[src/rtl/i2c_pkg.sv]
// Shared types and constants for the byte-level I2C master sequencer.
// One state per bus phase; the R/W bit is appended to the 7-bit device address.
package i2c_pkg;

  typedef enum logic [3:0] {
    ST_IDLE,
    ST_START,
    ST_ADDR,
    ST_ACK_A,
    ST_REG,
    ST_ACK_R,
    ST_WDATA,
    ST_ACK_D,
    ST_RSTART,
    ST_ADDR2,
    ST_ACK_A2,
    ST_RDATA,
    ST_MNACK,
    ST_STOP,
    ST_DONE
  } i2c_state_e;

  localparam logic       RW_WRITE           = 1'b0;
  localparam logic       RW_READ            = 1'b1;
  localparam logic [6:0] DEFAULT_SLAVE_ADDR = 7'h12;

  function automatic logic [7:0] addr_byte(input logic [6:0] dev, input logic rw);
    return {dev, rw};
  endfunction

endpackage

[src/rtl/i2c_quarter_timer.sv]
// Quarter-bit timebase: counts CLK_DIV cycles per quarter and steps a 2-bit quarter index.
// hold freezes everything (clock stretching); clr parks the timer at quarter 0, count 0.
module i2c_quarter_timer #(
  parameter int CLK_DIV = 250
) (
  input  logic       clk,
  input  logic       rst,
  input  logic       clr,
  input  logic       hold,
  output logic       q_tick,
  output logic [1:0] quarter
);

  localparam int             CW   = (CLK_DIV > 1) ? $clog2(CLK_DIV) : 1;
  localparam logic [CW-1:0]  LAST = CW'(CLK_DIV - 1);

  logic [CW-1:0] r_cnt;
  logic [1:0]    r_quarter;

  always_ff @(posedge clk or negedge rst) begin
    if (!rst) begin
      r_cnt     <= '0;
      r_quarter <= 2'd0;
    end else if (clr) begin
      r_cnt     <= '0;
      r_quarter <= 2'd0;
    end else if (!hold) begin
      if (r_cnt == LAST) begin
        r_cnt     <= '0;
        r_quarter <= r_quarter + 2'd1;
      end else begin
        r_cnt <= r_cnt + CW'(1);
      end
    end
  end

  assign q_tick  = !hold && (r_cnt == LAST);
  assign quarter = r_quarter;

endmodule

[src/rtl/i2c_master_seq.sv]
// Byte-level I2C master: one register write or one register read (with repeated start)
// per accepted command, driving open-drain SCL/SDA enables.
//
// state     | meaning
// ----------+-----------------------------------------------
// IDLE      | bus released, cmd_ready high
// START     | start condition
// ADDR      | device address + W, 8 bits
// ACK_A     | slave ACK for address
// REG       | register address, 8 bits
// ACK_R     | slave ACK for register address
// WDATA     | write data, 8 bits
// ACK_D     | slave ACK for write data
// RSTART    | repeated start (read only)
// ADDR2     | device address + R, 8 bits
// ACK_A2    | slave ACK for read address
// RDATA     | read data, SDA released, 8 bits
// MNACK     | master NACK, SDA released
// STOP      | stop condition
// DONE      | one-cycle response
module i2c_master_seq
  import i2c_pkg::*;
#(
  parameter int CLK_DIV = 250,
  parameter int STRETCH = 1
) (
  input  logic       clk,
  input  logic       rst,
  input  logic       cmd_valid,
  output logic       cmd_ready,
  input  logic       cmd_rw,
  input  logic [6:0] cmd_dev_addr,
  input  logic [7:0] cmd_reg_addr,
  input  logic [7:0] cmd_wdata,
  output logic       rsp_valid,
  output logic       rsp_nack,
  output logic [7:0] rsp_rdata,
  output logic       busy,
  output logic       scl_oe,
  output logic       sda_oe,
  input  logic       scl_in,
  input  logic       sda_in
);

  i2c_state_e r_state;
  i2c_state_e w_state_nxt;

  logic       r_rw;
  logic [6:0] r_dev;
  logic [7:0] r_reg;
  logic [7:0] r_wdata;
  logic [7:0] r_shift;
  logic [7:0] r_rx;
  logic [7:0] r_rdata;
  logic [2:0] r_bit;
  logic       r_nack;

  logic       w_q_tick;
  logic [1:0] w_quarter;
  logic       w_slot_end;
  logic       w_sample;
  logic       w_accept;
  logic       w_hold;
  logic       w_tmr_clr;
  logic       w_scl_oe;
  logic       w_sda_oe;
  logic       w_byte_state;
  logic       w_ack_state;

  assign w_accept     = (r_state == ST_IDLE) && cmd_valid;
  assign w_slot_end   = w_q_tick && (w_quarter == 2'd3);
  assign w_sample     = w_q_tick && (w_quarter == 2'd2);
  assign w_tmr_clr    = (r_state == ST_IDLE) || (r_state == ST_DONE);
  assign w_byte_state = r_state inside {ST_ADDR, ST_REG, ST_WDATA, ST_ADDR2, ST_RDATA};
  assign w_ack_state  = r_state inside {ST_ACK_A, ST_ACK_R, ST_ACK_D, ST_ACK_A2};

  // Stretching only applies while we have SCL released during an active frame.
  assign w_hold = (STRETCH != 0) && !w_tmr_clr && !w_scl_oe && !scl_in;

  i2c_quarter_timer #(
    .CLK_DIV (CLK_DIV)
  ) u_timer (
    .clk     (clk),
    .rst     (rst),
    .clr     (w_tmr_clr),
    .hold    (w_hold),
    .q_tick  (w_q_tick),
    .quarter (w_quarter)
  );

  always_ff @(posedge clk or negedge rst) begin
    if (!rst) begin
      r_state <= ST_IDLE;
    end else begin
      r_state <= w_state_nxt;
    end
  end

  always_comb begin
    w_state_nxt = r_state;
    w_scl_oe    = 1'b0;
    w_sda_oe    = 1'b0;
    case (r_state)
      ST_IDLE: begin
        if (cmd_valid) w_state_nxt = ST_START;
      end
      ST_START, ST_RSTART: begin
        w_sda_oe = (w_quarter >= 2'd2);
        w_scl_oe = (w_quarter == 2'd3);
        if (w_slot_end) w_state_nxt = (r_state == ST_START) ? ST_ADDR : ST_ADDR2;
      end
      ST_ADDR, ST_REG, ST_WDATA, ST_ADDR2: begin
        w_scl_oe = (w_quarter < 2'd2);
        w_sda_oe = ~r_shift[7];
        if (w_slot_end && (r_bit == 3'd0)) begin
          case (r_state)
            ST_ADDR:  w_state_nxt = ST_ACK_A;
            ST_REG:   w_state_nxt = ST_ACK_R;
            ST_WDATA: w_state_nxt = ST_ACK_D;
            default:  w_state_nxt = ST_ACK_A2;
          endcase
        end
      end
      ST_ACK_A, ST_ACK_R, ST_ACK_D, ST_ACK_A2: begin
        w_scl_oe = (w_quarter < 2'd2);
        if (w_slot_end) begin
          if (r_nack) begin
            w_state_nxt = ST_STOP;
          end else begin
            case (r_state)
              ST_ACK_A:  w_state_nxt = ST_REG;
              ST_ACK_R:  w_state_nxt = (r_rw == RW_READ) ? ST_RSTART : ST_WDATA;
              ST_ACK_A2: w_state_nxt = ST_RDATA;
              default:   w_state_nxt = ST_STOP;
            endcase
          end
        end
      end
      ST_RDATA: begin
        w_scl_oe = (w_quarter < 2'd2);
        if (w_slot_end && (r_bit == 3'd0)) w_state_nxt = ST_MNACK;
      end
      ST_MNACK: begin
        w_scl_oe = (w_quarter < 2'd2);
        if (w_slot_end) w_state_nxt = ST_STOP;
      end
      ST_STOP: begin
        w_scl_oe = (w_quarter == 2'd0);
        w_sda_oe = (w_quarter < 2'd2);
        if (w_slot_end) w_state_nxt = ST_DONE;
      end
      ST_DONE: begin
        w_state_nxt = ST_IDLE;
      end
      default: begin
        w_state_nxt = ST_IDLE;
      end
    endcase
  end

  always_ff @(posedge clk or negedge rst) begin
    if (!rst) begin
      r_rw    <= RW_WRITE;
      r_dev   <= DEFAULT_SLAVE_ADDR;
      r_reg   <= 8'h00;
      r_wdata <= 8'h00;
      r_shift <= 8'hFF;
      r_rx    <= 8'h00;
      r_rdata <= 8'h00;
      r_bit   <= 3'd7;
      r_nack  <= 1'b0;
    end else begin
      if (w_accept) begin
        r_rw    <= cmd_rw;
        r_dev   <= cmd_dev_addr;
        r_reg   <= cmd_reg_addr;
        r_wdata <= cmd_wdata;
        r_nack  <= 1'b0;
        r_bit   <= 3'd7;
      end
      if (w_sample && w_ack_state && sda_in) r_nack <= 1'b1;
      if (w_sample && (r_state == ST_RDATA)) r_rx <= {r_rx[6:0], sda_in};
      // r_bit wraps 0 -> 7 at the end of each byte, ready for the next one.
      if (w_slot_end && w_byte_state) r_bit <= r_bit - 3'd1;
      if (w_slot_end) begin
        case (r_state)
          ST_START:  r_shift <= addr_byte(r_dev, RW_WRITE);
          ST_RSTART: r_shift <= addr_byte(r_dev, RW_READ);
          ST_ACK_A:  r_shift <= r_reg;
          ST_ACK_R:  r_shift <= r_wdata;
          ST_ADDR, ST_REG, ST_WDATA, ST_ADDR2: r_shift <= {r_shift[6:0], 1'b1};
          ST_STOP:   r_rdata <= ((r_rw == RW_READ) && !r_nack) ? r_rx : 8'h00;
          default:   r_shift <= r_shift;
        endcase
      end
    end
  end

  assign cmd_ready = (r_state == ST_IDLE);
  assign busy      = (r_state != ST_IDLE);
  assign rsp_valid = (r_state == ST_DONE);
  assign rsp_nack  = r_nack;
  assign rsp_rdata = r_rdata;
  assign scl_oe    = w_scl_oe;
  assign sda_oe    = w_sda_oe;

endmodule

[config.mk]
export PLATFORM = sky130hd
export DESIGN_NAME = i2c_master_seq
export DESIGN_NICKNAME = d
export VERILOG_FILES = /design/src/rtl/i2c_pkg.sv /design/src/rtl/i2c_quarter_timer.sv /design/src/rtl/i2c_master_seq.sv
export SDC_FILE = /design/constraint.sdc
export NUM_CORES = 1
export LEC_CHECK = 0
export CAP_MARGIN = 20
export CORE_AREA = 5 5 125 127
export CTS_CLUSTER_DIAMETER = 120
export DETAILED_ROUTE_END_ITERATION = 16
export DIE_AREA = 0 0 130 132
export PLACE_DENSITY_LB_ADDON = 0.15
export RECOVER_POWER = 100
export SYNTH_ARGS = -nofsm -noshare
export SYNTH_HDL_FRONTEND = slang
export SYNTH_SLANG_ARGS = --single-unit
[constraint.sdc]
create_clock -name clk -period 2 [get_ports clk]
set_clock_uncertainty 0.15 [all_clocks]
set_input_delay 0.3 -clock clk [delete_from_list [all_inputs] [get_ports clk]]
set_output_delay 0.3 -clock clk [all_outputs]
set_load 0.01 [all_outputs]
After elaboration in Yosys (flattened, before gate mapping)
Cells that the tools add are included.
- flip-flop bits (word level): 66
- bits in latches: 0
- bits in writable memories: 0
- ROM bits: 0
- bits of input ports: 29
- output and inout bits: 14
- memories kept: 0
- add/sub/neg operators: 3
- $mul: 0
- div/mod/pow operators: 0
- magnitude comparators: 2
- equal/unequal tests: 25
- shift-type cells: 0
- multiplexer cells: 27
- bitwise gates (word level): 1
- reductions and logical operators: 36
- operators with widths (cell ; count):
    $mux 4 ; 10
    $pmux 8 s5 ; 1
    $mux 8 ; 4
    $eq 4x4->1 const B ; 7
    $pmux 4 s7 ; 1
    $pmux 4 s3 ; 2
    $eq 4x3->1 const B ; 4
    $ne 2x2->1 const B ; 7
    $logic_and 1x1->1 ; 12
    $reduce_bool 5->1 ; 2
    $reduce_or 10->1 ; 1
    $add 8x1->8 const B ; 1
    $eq 4x2->1 const B ; 2
    $eq 8x8->1 const B ; 1
    $reduce_bool 4->1 ; 2
    $reduce_or 4->1 ; 2
    $reduce_and 7->1 ; 1
    $mux 2 ; 3
    $mux 3 ; 2
    $pmux 1 s3 ; 2
    $reduce_and 2->1 ; 3
    $reduce_bool 2->1 ; 3
    $logic_not 1->1 ; 5
    $eq 2x2->1 const B ; 2
    13 further kinds ; 14

Logic depth before layout (Yosys ltp)
Gate-level depths: netlist of the first run.
- depth in word-level cells: 12
- depth in mapped cells: 10
- depth with buffers taken out: 7

By module
Synthesis of the first run repeated with hierarchy kept, for this count alone.
- cell total of the unflattened synthesis: 378
- area total of the unflattened synthesis: 3423.3 um^2
- modules (own cells, without submodules) (module ; times used ; cells each ; area an instance (um^2)):
    i2c_master_seq ; 1 ; 316 ; 2839.0
    i2c_quarter_timer ; 1 ; 62 ; 584.3

Worst setup path after synthesis of the first run
OpenSTA, ideal clock, no wires.
- path type: reg2reg
- start point: reg u_timer.r_quarter[1], in the netlist u_timer.quarter[1]
- end point: reg r_rx[0]
- library setup time: 125 ps
- arrival: 1942 ps
- setup slack: -217 ps
- cell stages (with the launch flop): 8
- path buffers: 1
- clock period less this slack: 2217 ps
- cells stage by stage: dfrtp_1 ha_1 nand2b_1 a311oi_1 nand4_1 buf_2 nand4_2 mux2_2
- cells in the longest elaborated chain, start to end: 9
- ends and longest elaborated chain (what ; RTL line ; source):
    start: declaration ; i2c_quarter_timer.sv:18 ; logic [1:0] r_quarter;
    start signal: assignment ; i2c_quarter_timer.sv:30 ; r_quarter <= r_quarter + 2'd1;
    $lt 2x2->1, or another cell as far along ; - ;
    $pmux 1 s3 ; i2c_master_seq.sv:103 ; case (r_state)
    $logic_not 1->1 ; i2c_master_seq.sv:78 ; assign w_hold = (STRETCH != 0) && !w_tmr_clr && !w_scl_oe && !scl_in;
    $logic_and 1x1->1 (2 in a row) ; i2c_master_seq.sv:78 ;
    $logic_not 1->1 ; - ;
    $logic_and 1x1->1 ; i2c_quarter_timer.sv:37 ; assign q_tick = !hold && (r_cnt == LAST);
    $logic_and 1x1->1 * ; i2c_master_seq.sv:72 ; assign w_sample = w_q_tick && (w_quarter == 2'd2);
    $logic_and 1x1->1 * ; i2c_master_seq.sv:182 ; if (w_sample && (r_state == ST_RDATA)) r_rx <= {r_rx[6:0], sda_in};
    end signal: assignment ; i2c_master_seq.sv:182 ;
    end: declaration ; i2c_master_seq.sv:53 ; logic [7:0] r_rx;
Mark *: on every way between the ends. The rest lies on a longest branch, timed or not.
A chain may end at the register's enable or synchronous reset.

Worst setup path after layout of the first run
- start point: reg r_state[0]
- end point: reg r_shift[0]
- cells in the longest elaborated chain, start to end: 10
- ends and longest elaborated chain (what ; RTL line ; source):
    start: declaration ; i2c_master_seq.sv:45 ; i2c_state_e r_state;
    start signal: assignment ; i2c_master_seq.sv:95 ; r_state <= w_state_nxt;
    $eq 4x2->1, or another cell as far along ; i2c_master_seq.sv:103, i2c_master_seq.sv:186 ;
    $reduce_or 10->1 (no line) or $reduce_or 2->1 (tied branches) ; - ;
    $pmux 1 s3 ; i2c_master_seq.sv:103 ;
    $logic_not 1->1 ; i2c_master_seq.sv:78 ;
    $logic_and 1x1->1 (2 in a row) ; i2c_master_seq.sv:78 ;
    $logic_not 1->1 ; - ;
    $logic_and 1x1->1 ; i2c_quarter_timer.sv:37 ;
    $logic_and 1x1->1 ; i2c_master_seq.sv:71 ; assign w_slot_end = w_q_tick && (w_quarter == 2'd3);
    $reduce_and 2->1 (no line) ; - ;
    end signal: assignment ; i2c_master_seq.sv:187 ; ST_START: r_shift <= addr_byte(r_dev, RW_WRITE);
    end signal: assignment ; i2c_master_seq.sv:188 ; ST_RSTART: r_shift <= addr_byte(r_dev, RW_READ);
    end signal: assignment ; i2c_master_seq.sv:189 ; ST_ACK_A: r_shift <= r_reg;
    end: declaration ; i2c_master_seq.sv:52 ; logic [7:0] r_shift;
Several ways; a longest one is shown, not always the timed one.

==> summary.txt, run 1 <==
Synth
  – Cell area after synthesis: 0.003527 mm2
  – Flops & latches, synth: 66
  – Net Count, Synth: 417
  – Post-synthesis sequential area ratio: 47.29%
  – Simple-gate portion of the synthesized area: 21.89%
  – Instance count of the mapped netlist: 381
  – Count of warnings emitted by yosys: 0
  – Fraction of registers with async set/reset: 100.0%
  – Xor and xnor area share after synthesis: 0.2483%
  – Post-synthesis average cell area: 9.258 um2
  – Compound-cell area share of the yosys netlist: 13.27%
  – Synthesized-area fraction occupied by adder cells: 2.483%
  – Ys flop type: sky130_fd_sc_hd__dfrtp_1
  – Library cells used by synthesis: 60
  – Number of synthesized flops with an enable pin: 0
  – Main combinational cell family by area after synthesis: simple AND/OR/NAND/NOR gates
  – Mux share of post-synthesis cell area: 8.585%

Floorplan
  – # IOs: 43
  – Core area: 0.01431 mm2
  – Horizontal extent of the die: 130 um
  – Die Outline Area: 0.01716 mm2
  – Vert. Die Dim: 132 um
  – Row count: 44
  – Initial core utilization: 24.64%

Placed design
  – Worst slack at placement: -0.3495 ns
  – Post-DP HPWL: 6.743 mm
  – RD Place Congestion: 0.8541
  – Port-buffer cells: 42

Final layout
  – Antenna cell count: 0
  – Number of fillers in the final layout: 1450
  – Commonest non-fill, non-tap cells in the layout: 60 x sky130_fd_sc_hd__nand2_1, 51 x sky130_fd_sc_hd__buf_4, 48 x sky130_fd_sc_hd__dfrtp_1
  – Post-synthesis to final-layout area growth: 55.09%
  – Fraction of layout instances using a drive strength above 1: 42.07%
  – Most frequent standard cell in the layout excluding fill and tap cells: sky130_fd_sc_hd__nand2_1
  – Layout net count: 523

CTS
  – Number of H-tree levels: 3
  – CTS root buffer: sky130_fd_sc_hd__clkbuf_16
  – Sink Count: 66
  – Clock tree from TritonCTS: yes
  – Clock Path Buffers: 2
  – Clock latency at the later pin of the worst-skew pair: 0.33 ns
  – Reg clk slew, reported paths: 0.05 ns
  – TritonCTS Buffers: 9

Global routing
  – Global router's overall resource usage: 12.59%
  – Pin count of the biggest net entering global routing: 67
  – Total congestion overflow after global routing: 0
  – Initial antenna violation count: 0
  – Vias in the first global route: 3394
  – Global-route wire length before repair: 17.11 mm

Hold path
  – Class of the worst hold path: reg2reg
  – Worst hold path startpoint: r_dev[6]$_DFFE_PN0P_

Timing
  – Final hold violation count: 0
  – Relative slew margins: 37.12%
  – Part of the cycle the worst path needs: 111.2%
  – Final worst path period need: 2.224 ns
  – RSZ-0062 raised after global routing: yes
  – Final count of pins violating max slew: 0
  – Worst setup margin: -0.2238 ns
  – Worst slew pin tran: 0.9432 ns
  – Highest clock frequency the design can meet: 0.4497 GHz
  – Setup-violating endpoint count in the final report: 64

Routing
  – Detailed-route wire length per cell: 15.11 um
  – Routed vias: 3117
  – Post-detailed-route count of antenna-violating nets: 0
  – Remaining design rule violation count: 0
  – Iteration-0 DRC count of the detailed router: 180
  – Initial DRT Pass Iterations: 4
  – Post-detailed-route via-to-cell ratio: 4.611
  – WL final: 10.21 mm

Worst setup path
  – Critical path, cell by cell: buf_6, or4_4, buf_6, o211ai_1, nor3_4, buf_12, mux2_4
  – Crit-path max FO: 8
  – Kind of start point of the critical path: register
  – Cell family contributing the most delay on the critical path: simple AND/OR/NAND/NOR gates
  – Slowest cell delay on critical path: 0.57 ns
  – Buffers and inverters on the worst path: 3
  – Slowest stage cell, crit path: sky130_fd_sc_hd__or4_4
  – Critical path data required time: 2.11 ns
  – Type of the worst setup path: reg2reg
  – Source of the worst register-to-register timing path: r_state[0]$_DFFE_PN0P_
  – Critical path startpoint: r_state[0]$_DFFE_PN0P_
  – Flop-to-flop setup slack: -0.22 ns
  – Worst setup EP type: register
  – Arrival time worst endpoint: 2.33 ns
  – Most Frequent Cell on Critical Path: sky130_fd_sc_hd__buf_6

Status
  – Result of the run: complete, but fails checks
  – Failing checks: negative setup slack

Pwr
  – Max IR drop VDD: 0.0004140 V
  – Leakage power of the design: 2.603 nW
  – Power density cells: 638.4 mW/mm2
  – Final Power: 3.492 mW

Run
  – Max-cap violations: 0
[worst reg2reg max path, stage by stage, from the launching register on]
cell                       delay, ns
sky130_fd_sc_hd__dfrtp_2        0.46
sky130_fd_sc_hd__buf_6          0.14
sky130_fd_sc_hd__or4_4          0.57
sky130_fd_sc_hd__buf_6          0.15
sky130_fd_sc_hd__o211ai_1       0.14
sky130_fd_sc_hd__nor3_4         0.10
sky130_fd_sc_hd__buf_12         0.15
sky130_fd_sc_hd__mux2_4         0.29
[where the power goes]
part | total [mW] | leakage, nW | switching, mW | internal (mW)
combinational | 0.382 | 1.65 | 0.184 | 0.198
sequential | 1.43 | 0.797 | 0.0345 | 1.39
clock | 1.68 | 0.154 | 0.560 | 1.12
total | 3.49 | 2.60 | 0.779 | 2.71
[final timing paths]
path                                                to  cells past startpoint
min in group asynchronous       r_state[1]$_DFFE_PN0P_                      3
worst max register to register  r_shift[0]$_DFFE_PN1P_                      7
max in group asynchronous       r_state[2]$_DFFE_PN0P_                      3
worst max-delay path            r_shift[0]$_DFFE_PN1P_                      7
worst min register to register    r_dev[6]$_DFFE_PN0P_                      2
worst min-delay path              r_dev[6]$_DFFE_PN0P_                      2
[metal layers]
| metal | routed length (um) | share of wire [%] | vias to the layer above | GRT usage [%] |
|---|---|---|---|---|
| met2 | 5018 | 49 | 54 | 20.54 |
| li1 | - | - | 1532 | - |
| met3 | 373 | 3.7 | 13 | 3.566 |
| met1 | 4633 | 45 | 1518 | 15.95 |
| met4 | 186 | 1.8 | 0 | 4.157 |
| met5 | 0 | 0 | - | 0 |
[layout make-up]
class / instances / area (um2) / share of cell area [%]
Clock buffer: 13 / 250.2 / 4.575
Clock inverter: 3 / 65.06 / 1.189
Inverter: 22 / 87.58 / 1.601
Multi-Input combinational cell: 270 / 2022 / 36.96
Sequential cell: 66 / 1674 / 30.60
Tap cell: 184 / 230.2 / 4.209
Timing Repair Buffer: 118 / 1141 / 20.86
[kinds of logic after synthesis]
| logic type | Yosys count |
|---|---|
| compound gates | 69 |
| xor+xnor | 1 |
| fa+ha+maj | 7 |
| buf+inv | 45 |
| flops | 66 |
| mux | 28 |
| simple gates | 165 |
[synthesized netlist by cell type (2+ instances only)]
library cell | instances | area (um2)
sky130_fd_sc_hd__o21bai_1 | 2 | 15.01
sky130_fd_sc_hd__buf_6 | 4 | 45.04
sky130_fd_sc_hd__mux2i_1 | 10 | 100.1
sky130_fd_sc_hd__nand2b_1 | 4 | 25.02
sky130_fd_sc_hd__and3_1 | 2 | 12.51
sky130_fd_sc_hd__nand3_1 | 8 | 40.04
sky130_fd_sc_hd__a221o_1 | 7 | 70.07
sky130_fd_sc_hd__buf_4 | 3 | 22.52
sky130_fd_sc_hd__o21ai_0 | 17 | 85.08
sky130_fd_sc_hd__and4_1 | 2 | 17.52
sky130_fd_sc_hd__dfstp_2 | 13 | 341.6
sky130_fd_sc_hd__buf_1 | 2 | 7.510
sky130_fd_sc_hd__or3_1 | 2 | 12.51
sky130_fd_sc_hd__ha_1 | 7 | 87.58
sky130_fd_sc_hd__o31ai_1 | 3 | 22.52
sky130_fd_sc_hd__o22ai_1 | 4 | 25.02
sky130_fd_sc_hd__or2_2 | 2 | 12.51
sky130_fd_sc_hd__clkbuf_1 | 6 | 22.52
sky130_fd_sc_hd__a22oi_1 | 7 | 52.55
sky130_fd_sc_hd__mux2_2 | 18 | 202.7
sky130_fd_sc_hd__inv_1 | 21 | 78.83
sky130_fd_sc_hd__buf_2 | 8 | 40.04
sky130_fd_sc_hd__nor2b_1 | 3 | 18.77
sky130_fd_sc_hd__a21oi_1 | 11 | 55.05
sky130_fd_sc_hd__o21ai_1 | 2 | 10.01
sky130_fd_sc_hd__dfrtp_1 | 53 | 1326
sky130_fd_sc_hd__nor2_1 | 20 | 75.07
sky130_fd_sc_hd__nand2_1 | 96 | 360.4
sky130_fd_sc_hd__a31oi_1 | 2 | 12.51
sky130_fd_sc_hd__o41ai_1 | 2 | 17.52
sky130_fd_sc_hd__nor3_1 | 7 | 35.03
sky130_fd_sc_hd__nand4_1 | 5 | 31.28
[through the flow]
stage | hold WS (ns) | util [%] | cell area, um2 | setup TNS, ns | std cells
6_report | 0.3173 | 38.22 | 5470 | -6.070 | 676
5_1_grt | 0.3424 | 38.22 | 5470 | -10.95 | 676
4_1_cts | 0.3106 | 36.76 | 5261 | -5.721 | 671
3_5_place_dp | 0.2101 | 31.99 | 4579 | -9.220 | 640
3_3_place_gp | 0.2061 | 31.99 | 4579 | -8.518 | 640
2_1_floorplan | -0.1456 | - | 3613 | -1.844 | 381
[timing repair]
item | CTS | global route
resized for setup | 84 | 70
pin swaps | 26 | 32
gates cloned | 4 | 0
setup buffers | 11 | 10
hold buffers | 1 | 0
endpoints found under the hold margin | 53 | 0
endpoints found under the setup margin | 70 | 70
Power figures use the tool's default switching activity.
==> run 2, diff against run 1 <==
--- a/config.mk
+++ b/config.mk
@@ -12,6 +12,7 @@
 export DIE_AREA = 0 0 130 132
 export PLACE_DENSITY_LB_ADDON = 0.15
 export RECOVER_POWER = 100
+export SLEW_MARGIN = 20
 export SYNTH_ARGS = -nofsm -noshare
 export SYNTH_HDL_FRONTEND = slang
 export SYNTH_SLANG_ARGS = --single-unit
==> constraint.sdc (replaced) <==
create_clock -name clk -period 2.47 [get_ports clk]
set_clock_uncertainty 0.15 [all_clocks]
set_input_delay 0.3705 -clock clk [delete_from_list [all_inputs] [get_ports clk]]
set_output_delay 0.3705 -clock clk [all_outputs]
set_load 0.01 [all_outputs]
==> run 2 against run 1 <==
Effect of this change:
- the flow now finishes without violations
- die area is the same
- non-clock buffer count shrank 36
- worst hold slack lost 0.0078 ns
- total power shrank 21%
- global-route usage shrank 0.93 points
- sequential cell count is the same
- sequential power shrank 17%
- wire length shrank 6.6%
- setup slack gained 0.33 ns
- combinational power shrank 56%
- cell area shrank 15%
- first-iteration DRC count shrank 7.8%
==> summary.txt, run 2 (synthesis gave the netlist of run 1 again) <==
CTS
  – Reg clk slew, reported paths: 0.05 ns
  – CTS root buffer: sky130_fd_sc_hd__clkbuf_16
  – Sink Count: 66
  – Clock tree from TritonCTS: yes
  – Clock latency at the later pin of the worst-skew pair: 0.34 ns
  – Number of H-tree levels: 3
  – TritonCTS Buffers: 9
  – Clock Path Buffers: 2

Global routing
  – Total congestion overflow after global routing: 0
  – Global-route wire length before repair: 15.47 mm
  – Global router's overall resource usage: 11.65%
  – Vias in the first global route: 3039
  – Pin count of the biggest net entering global routing: 67
  – Initial antenna violation count: 0

Timing
  – Final worst path period need: 2.361 ns
  – Part of the cycle the worst path needs: 95.58%
  – Accumulated negative setup slack: 0 ns
  – Final count of pins violating max slew: 0
  – Relative slew margins: 36.29%
  – Final hold violation count: 0
  – Highest clock frequency the design can meet: 0.4236 GHz
  – Setup-violating endpoint count in the final report: 0
  – RSZ-0062 raised after global routing: no
  – Worst slew pin tran: 0.9557 ns

Routing
  – Initial DRT Pass Iterations: 4
  – Post-detailed-route via-to-cell ratio: 4.581
  – WL final: 9.537 mm
  – Routed vias: 2932
  – Iteration-0 DRC count of the detailed router: 166
  – Post-detailed-route count of antenna-violating nets: 0
  – Remaining design rule violation count: 0
  – Detailed-route wire length per cell: 14.90 um

Pwr
  – Combinational Power Share: 6.1%
  – Max IR drop VDD: 0.0002962 V
  – Internal power of the cells: 2.154 mW
  – Switching power summed over all nets: 0.5929 mW
  – Power density cells: 588.9 mW/mm2
  – Leakage power of the design: 2.178 nW
  – Proportion of power drawn by the clock network: 51.0%
  – Final Power: 2.746 mW
  – Switching Fraction: 21.59%
  – Share of power burned in registers: 42.9%

Floorplan
  – # IOs: 43
  – Initial core utilization: 24.64%
  – Die Outline Area: 0.01716 mm2
  – Core area: 0.01431 mm2
  – Row count: 44
  – Horizontal extent of the die: 130 um
  – Vert. Die Dim: 132 um

Worst setup path
  – Worst R2R Path Depth: 8
  – Arrival time worst endpoint: 1.84 ns
  – Terminus of the critical flop-to-flop path: r_shift[3]$_DFFE_PN1P_
  – Buffers and inverters on the worst path: 2
  – Kind of start point of the critical path: register
  – Cell family contributing the most delay on the critical path: compound AO/OA/AOI/OAI gates
  – Critical path, cell by cell: inv_1, ha_1, nor2_1, o32a_1, o22ai_2, dlygate4sd2_1
  – Critical path startpoint: u_timer.quarter[0]$_DFFE_PN0P_
  – Worst setup path end: sda_oe
  – Critical path depth in cells: 6
  – Slowest stage cell, crit path: sky130_fd_sc_hd__dfrtp_1
  – Worst setup EP type: output pin
  – Critical path data required time: 1.95 ns
  – Flop-to-flop setup slack: 0.13 ns
  – Type of the worst setup path: reg2out
  – Source of the worst register-to-register timing path: u_timer.quarter[0]$_DFFE_PN0P_
  – Slowest cell delay on critical path: 0.42 ns
  – Crit-path max FO: 4

Final layout
  – Post-synthesis to final-layout area growth: 32.21%
  – Number of fillers in the final layout: 1543
  – Commonest non-fill, non-tap cells in the layout: 96 x sky130_fd_sc_hd__nand2_1, 50 x sky130_fd_sc_hd__dfrtp_1, 32 x sky130_fd_sc_hd__buf_4
  – Fraction of layout instances using a drive strength above 1: 21.71%
  – Layout net count: 487
  – Antenna cell count: 0
  – Cell Count, Final, Fillers Out: 640
  – Most frequent standard cell in the layout excluding fill and tap cells: sky130_fd_sc_hd__nand2_1

Hold path
  – Class of the worst hold path: reg2reg

Placed design
  – RD Place Congestion: 0.7966
  – Count of placed standard cells including taps: 619
  – Port-buffer cells: 42
  – Post-DP HPWL: 6.625 mm

Status
  – Result of the run: finished clean

Run
  – Max-cap violations: 0
==> run 2: cell count changes in the layout (fill, tap and decap cells not counted), moves of 11 or more <==
| cell | delta |
|---|---|
| sky130_fd_sc_hd__nand2_1 | +36 |
| sky130_fd_sc_hd__nand2_2 | -22 |
| sky130_fd_sc_hd__buf_4 | -19 |
| sky130_fd_sc_hd__buf_6 | -16 |
| sky130_fd_sc_hd__nand2_4 | -14 |
| sky130_fd_sc_hd__mux2_2 | +11 |
| sky130_fd_sc_hd__mux2_4 | -11 |
| sky130_fd_sc_hd__o21ai_0 | +11 |
==> run 2: what timing repair did <==
item                       4_1_cts  5_1_grt
gates cloned                     0        0
setup endpoints to repair       18       19
setup buffers                    4        0
hold buffers                     1        0
hold endpoints to repair        53        0
pin swaps                        1        0
gates resized for setup         11        4
==> run 2: cell type report <==
type / count / area (um2) / area share (%)
clock buffer: 14 / 264.0 / 5.661
inverter: 22 / 82.58 / 1.771
tap: 184 / 230.2 / 4.937
clock inverter: 2 / 60.06 / 1.288
multi-input combinational: 270 / 1649 / 35.36
sequential: 66 / 1672 / 35.85
timing repair buffer: 82 / 705.7 / 15.13
==> run 2: how the worst min path moves through the flow <==
| stage | cells past startpoint | slack, ns | from | endpoint |
|---|---|---|---|---|
| final | 2 | 0.31 | r_dev[1]$_DFFE_PN1P_ | r_dev[1]$_DFFE_PN1P_ |
| after global routing | 2 | 0.34 | r_dev[4]$_DFFE_PN1P_ | r_dev[4]$_DFFE_PN1P_ |
| after CTS | 2 | 0.31 | r_dev[1]$_DFFE_PN1P_ | r_dev[1]$_DFFE_PN1P_ |
| after detailed placement | 2 | 0.28 | rst | r_state[3]$_DFFE_PN0P_ |
| after global placement | 2 | 0.28 | rst | r_state[2]$_DFFE_PN0P_ |
| after floorplan | 0 | -0.08 | rst | r_dev[0]$_DFFE_PN0P_ |
==> run 2: power by group through the flow <==
stage                     clock network, mW  logic (mW)  registers, mW
after floorplan                           0      0.0757           1.18
after global placement                    0       0.170           1.20
after global routing                   1.49       0.193           1.19
after detailed placement                  0       0.172           1.19
final                                  1.40       0.168           1.18
after CTS                              1.45       0.176           1.18
==> run 2: stage by stage <==
| stage | setup WS, ns | util, % | instance area, um2 | hold slack [ns] |
|---|---|---|---|---|
| floorplan | 0.2529 | - | 3527 | -0.07509 |
| global placement | 0.03285 | 30.29 | 4335 | 0.2790 |
| detailed placement | -0.01423 | 30.29 | 4335 | 0.2797 |
| CTS | 0.004229 | 32.91 | 4711 | 0.3146 |
| global route | 0.01091 | 32.58 | 4663 | 0.3406 |
| finish | 0.1093 | 32.58 | 4663 | 0.3096 |
==> run 2: tightest hold or removal path, cell delays in order, from the launching register on <==
cell	delay (ns)
sky130_fd_sc_hd__dfstp_2	0.36
sky130_fd_sc_hd__nand2_1	0.05
sky130_fd_sc_hd__nand2_1	0.04
==> run 2: per-layer routing <==
| layer | share of wire (%) | GRT usage [%] | up-vias | routed length [um] |
|---|---|---|---|---|
| met5 | 0 | 0 | - | 0 |
| met4 | 2.5 | 4.908 | 0 | 238 |
| met3 | 4.8 | 3.647 | 17 | 458 |
| met2 | 46 | 17.62 | 70 | 4342 |
| met1 | 47 | 15.32 | 1391 | 4497 |
| li1 | - | - | 1454 | - |
==> run 3, diff against run 2 <==
--- a/config.mk
+++ b/config.mk
@@ -7,11 +7,11 @@
 export LEC_CHECK = 0
 export CAP_MARGIN = 20
 export CORE_AREA = 5 5 125 127
+export CTS_BUF_LIST = sky130_fd_sc_hd__clkbuf_16
 export CTS_CLUSTER_DIAMETER = 120
 export DETAILED_ROUTE_END_ITERATION = 16
 export DIE_AREA = 0 0 130 132
 export PLACE_DENSITY_LB_ADDON = 0.15
-export RECOVER_POWER = 100
 export SLEW_MARGIN = 20
 export SYNTH_ARGS = -nofsm -noshare
 export SYNTH_HDL_FRONTEND = slang
==> run 3 against run 2 <==
Effect of this change:
- clock-buffer cell count shrank 5
- core utilization grew 0.22 points
- sequential cell count is the same
- clock power shrank 5%
- sequential share of layout area shrank 0.24 points
- highest routed layer unchanged
- worst hold slack is essentially flat
- critical path type unchanged
==> summary.txt, run 3 (synthesis gave the netlist of run 1 again) <==
Final layout
  – Core Util, Final: 32.80%
  – Commonest non-fill, non-tap cells in the layout: 96 x sky130_fd_sc_hd__nand2_1, 50 x sky130_fd_sc_hd__dfrtp_1, 37 x sky130_fd_sc_hd__clkdlybuf4s50_1
  – Layout net count: 487
  – Fraction of layout instances using a drive strength above 1: 22.15%
  – Layout Cell Area excl Fill: 0.004695 mm2
  – Antenna cell count: 0
  – Post-synthesis to final-layout area growth: 33.10%
  – Number of fillers in the final layout: 1538
  – Cell Count, Final, Fillers Out: 640
  – Most frequent standard cell in the layout excluding fill and tap cells: sky130_fd_sc_hd__nand2_1

Placed design
  – Total cell area at the placement stage: 0.004335 mm2
  – Post-DP HPWL: 6.625 mm
  – Port-buffer cells: 42
  – RD Place Congestion: 0.7966
  – Count of placed standard cells including taps: 619

Floorplan
  – Vert. Die Dim: 132 um
  – Row count: 44
  – Initial core utilization: 24.64%
  – Die Outline Area: 0.01716 mm2
  – Horizontal extent of the die: 130 um
  – # IOs: 43
  – Core area: 0.01431 mm2

Pwr
  – Power density cells: 570.1 mW/mm2
  – Final Power: 2.676 mW
  – Max IR drop VDD: 0.0002974 V
  – Leakage power of the design: 2.218 nW

Status
  – Result of the run: finished clean

Routing
  – Initial DRT Pass Iterations: 4
  – WL final: 9.514 mm
  – Detailed-route wire length per cell: 14.87 um
  – Post-detailed-route via-to-cell ratio: 4.600
  – Remaining design rule violation count: 0
  – Iteration-0 DRC count of the detailed router: 125
  – Post-detailed-route count of antenna-violating nets: 0
  – Routed vias: 2944

Global routing
  – Global-route wire length before repair: 15.48 mm
  – Pin count of the biggest net entering global routing: 67
  – Total congestion overflow after global routing: 0
  – Initial antenna violation count: 0
  – Global router's overall resource usage: 11.66%
  – Vias in the first global route: 3036

Timing
  – RSZ-0062 raised after global routing: no
  – Worst hold-check slack: 0.3094 ns
  – Final count of pins violating max slew: 0
  – Worst slew pin tran: 0.5057 ns
  – Final worst path period need: 2.373 ns
  – Final hold violation count: 0
  – Highest clock frequency the design can meet: 0.4213 GHz
  – Setup-violating endpoint count in the final report: 0
  – Part of the cycle the worst path needs: 96.09%
  – Relative slew margins: 66.03%

CTS
  – Number of H-tree levels: 3
  – Clock latency at the later pin of the worst-skew pair: 0.34 ns
  – Sink Count: 66
  – Clock tree from TritonCTS: yes
  – TritonCTS Buffers: 9
  – CTS root buffer: sky130_fd_sc_hd__clkbuf_16
  – Reg clk slew, reported paths: 0.05 ns
  – Clock Path Buffers: 2

Worst setup path
  – Worst setup EP type: output pin
  – Type of the worst setup path: reg2out
  – Kind of start point of the critical path: register
  – Critical path data required time: 1.95 ns
  – Arrival time worst endpoint: 1.85 ns
  – Crit-path max FO: 6

Run
  – Max-cap violations: 0

Hold path
  – Class of the worst hold path: reg2reg
run 3: per-layer routing:
layer	vias to the layer above	GRT usage [%]	part of all wire [%]	wire, um
met3	17	3.647	5.6	532
li1	1452	-	-	-
met1	1405	15.35	46	4410
met4	0	4.908	2.0	191
met5	-	0	0	0
met2	70	17.62	46	4379
run 3: final cells by class:
class,count,area (um2),share of cell area [%]
sequential,66,1672,35.61
multi-input combinational,270,1659,35.34
timing repair buffer,82,747.0,15.91
tap,184,230.2,4.904
clock buffer,9,225.2,4.797
inverter,22,82.58,1.759
clock inverter,7,78.83,1.679
run 3: critical path, stage by stage (launching register included):
cell and delay (ns):
sky130_fd_sc_hd__dfrtp_2 0.45, sky130_fd_sc_hd__buf_4 0.16, sky130_fd_sc_hd__or4_4 0.55, sky130_fd_sc_hd__inv_2 0.09, sky130_fd_sc_hd__dlygate4sd2_1 0.27
run 3: what timing repair did:
item | CTS | global route
hold buffers | 1 | 0
endpoints found under the setup margin | 18 | 19
hold endpoints to repair | 53 | 0
gates resized for setup | 11 | 4
pin swaps | 1 | 0
buffers inserted | 4 | 0
run 3: stage by stage:
step | worst slack [ns] | TNS, ns
6_report | 0.09661 | 0
5_1_grt | 0.009577 | 0
4_1_cts | 0.004229 | 0
3_5_place_dp | -0.01423 | -0.02053
3_3_place_gp | 0.03285 | 0
2_1_floorplan | 0.2529 | 0
run 3: worst paths after layout:
kind | from | to | slack, ns | depth (start not counted)
setup / recovery | r_state[3]$_DFFE_PN0P_ | cmd_ready | 0.1 | 4
hold / removal | r_dev[1]$_DFFE_PN1P_ | r_dev[1]$_DFFE_PN1P_ | 0.31 | 2
setup reg to reg | u_timer.quarter[0]$_DFFE_PN0P_ | r_rx[4]$_DFFE_PN0P_ | 0.17 | 7
hold reg to reg | r_dev[1]$_DFFE_PN1P_ | r_dev[1]$_DFFE_PN1P_ | 0.31 | 2
max in group asynchronous | rst | r_shift[5]$_DFFE_PN1P_ | 1.40 | 3
min in group asynchronous | rst | r_state[2]$_DFFE_PN0P_ | 0.44 | 3
run 3: power breakdown:
part | internal, mW | switching, mW | total, mW | leakage [nW]
Clock | 0.865 | 0.461 | 1.33 | 0.158
Sequential | 1.13 | 0.0524 | 1.18 | 0.801
Combinational | 0.0913 | 0.0807 | 0.172 | 1.26
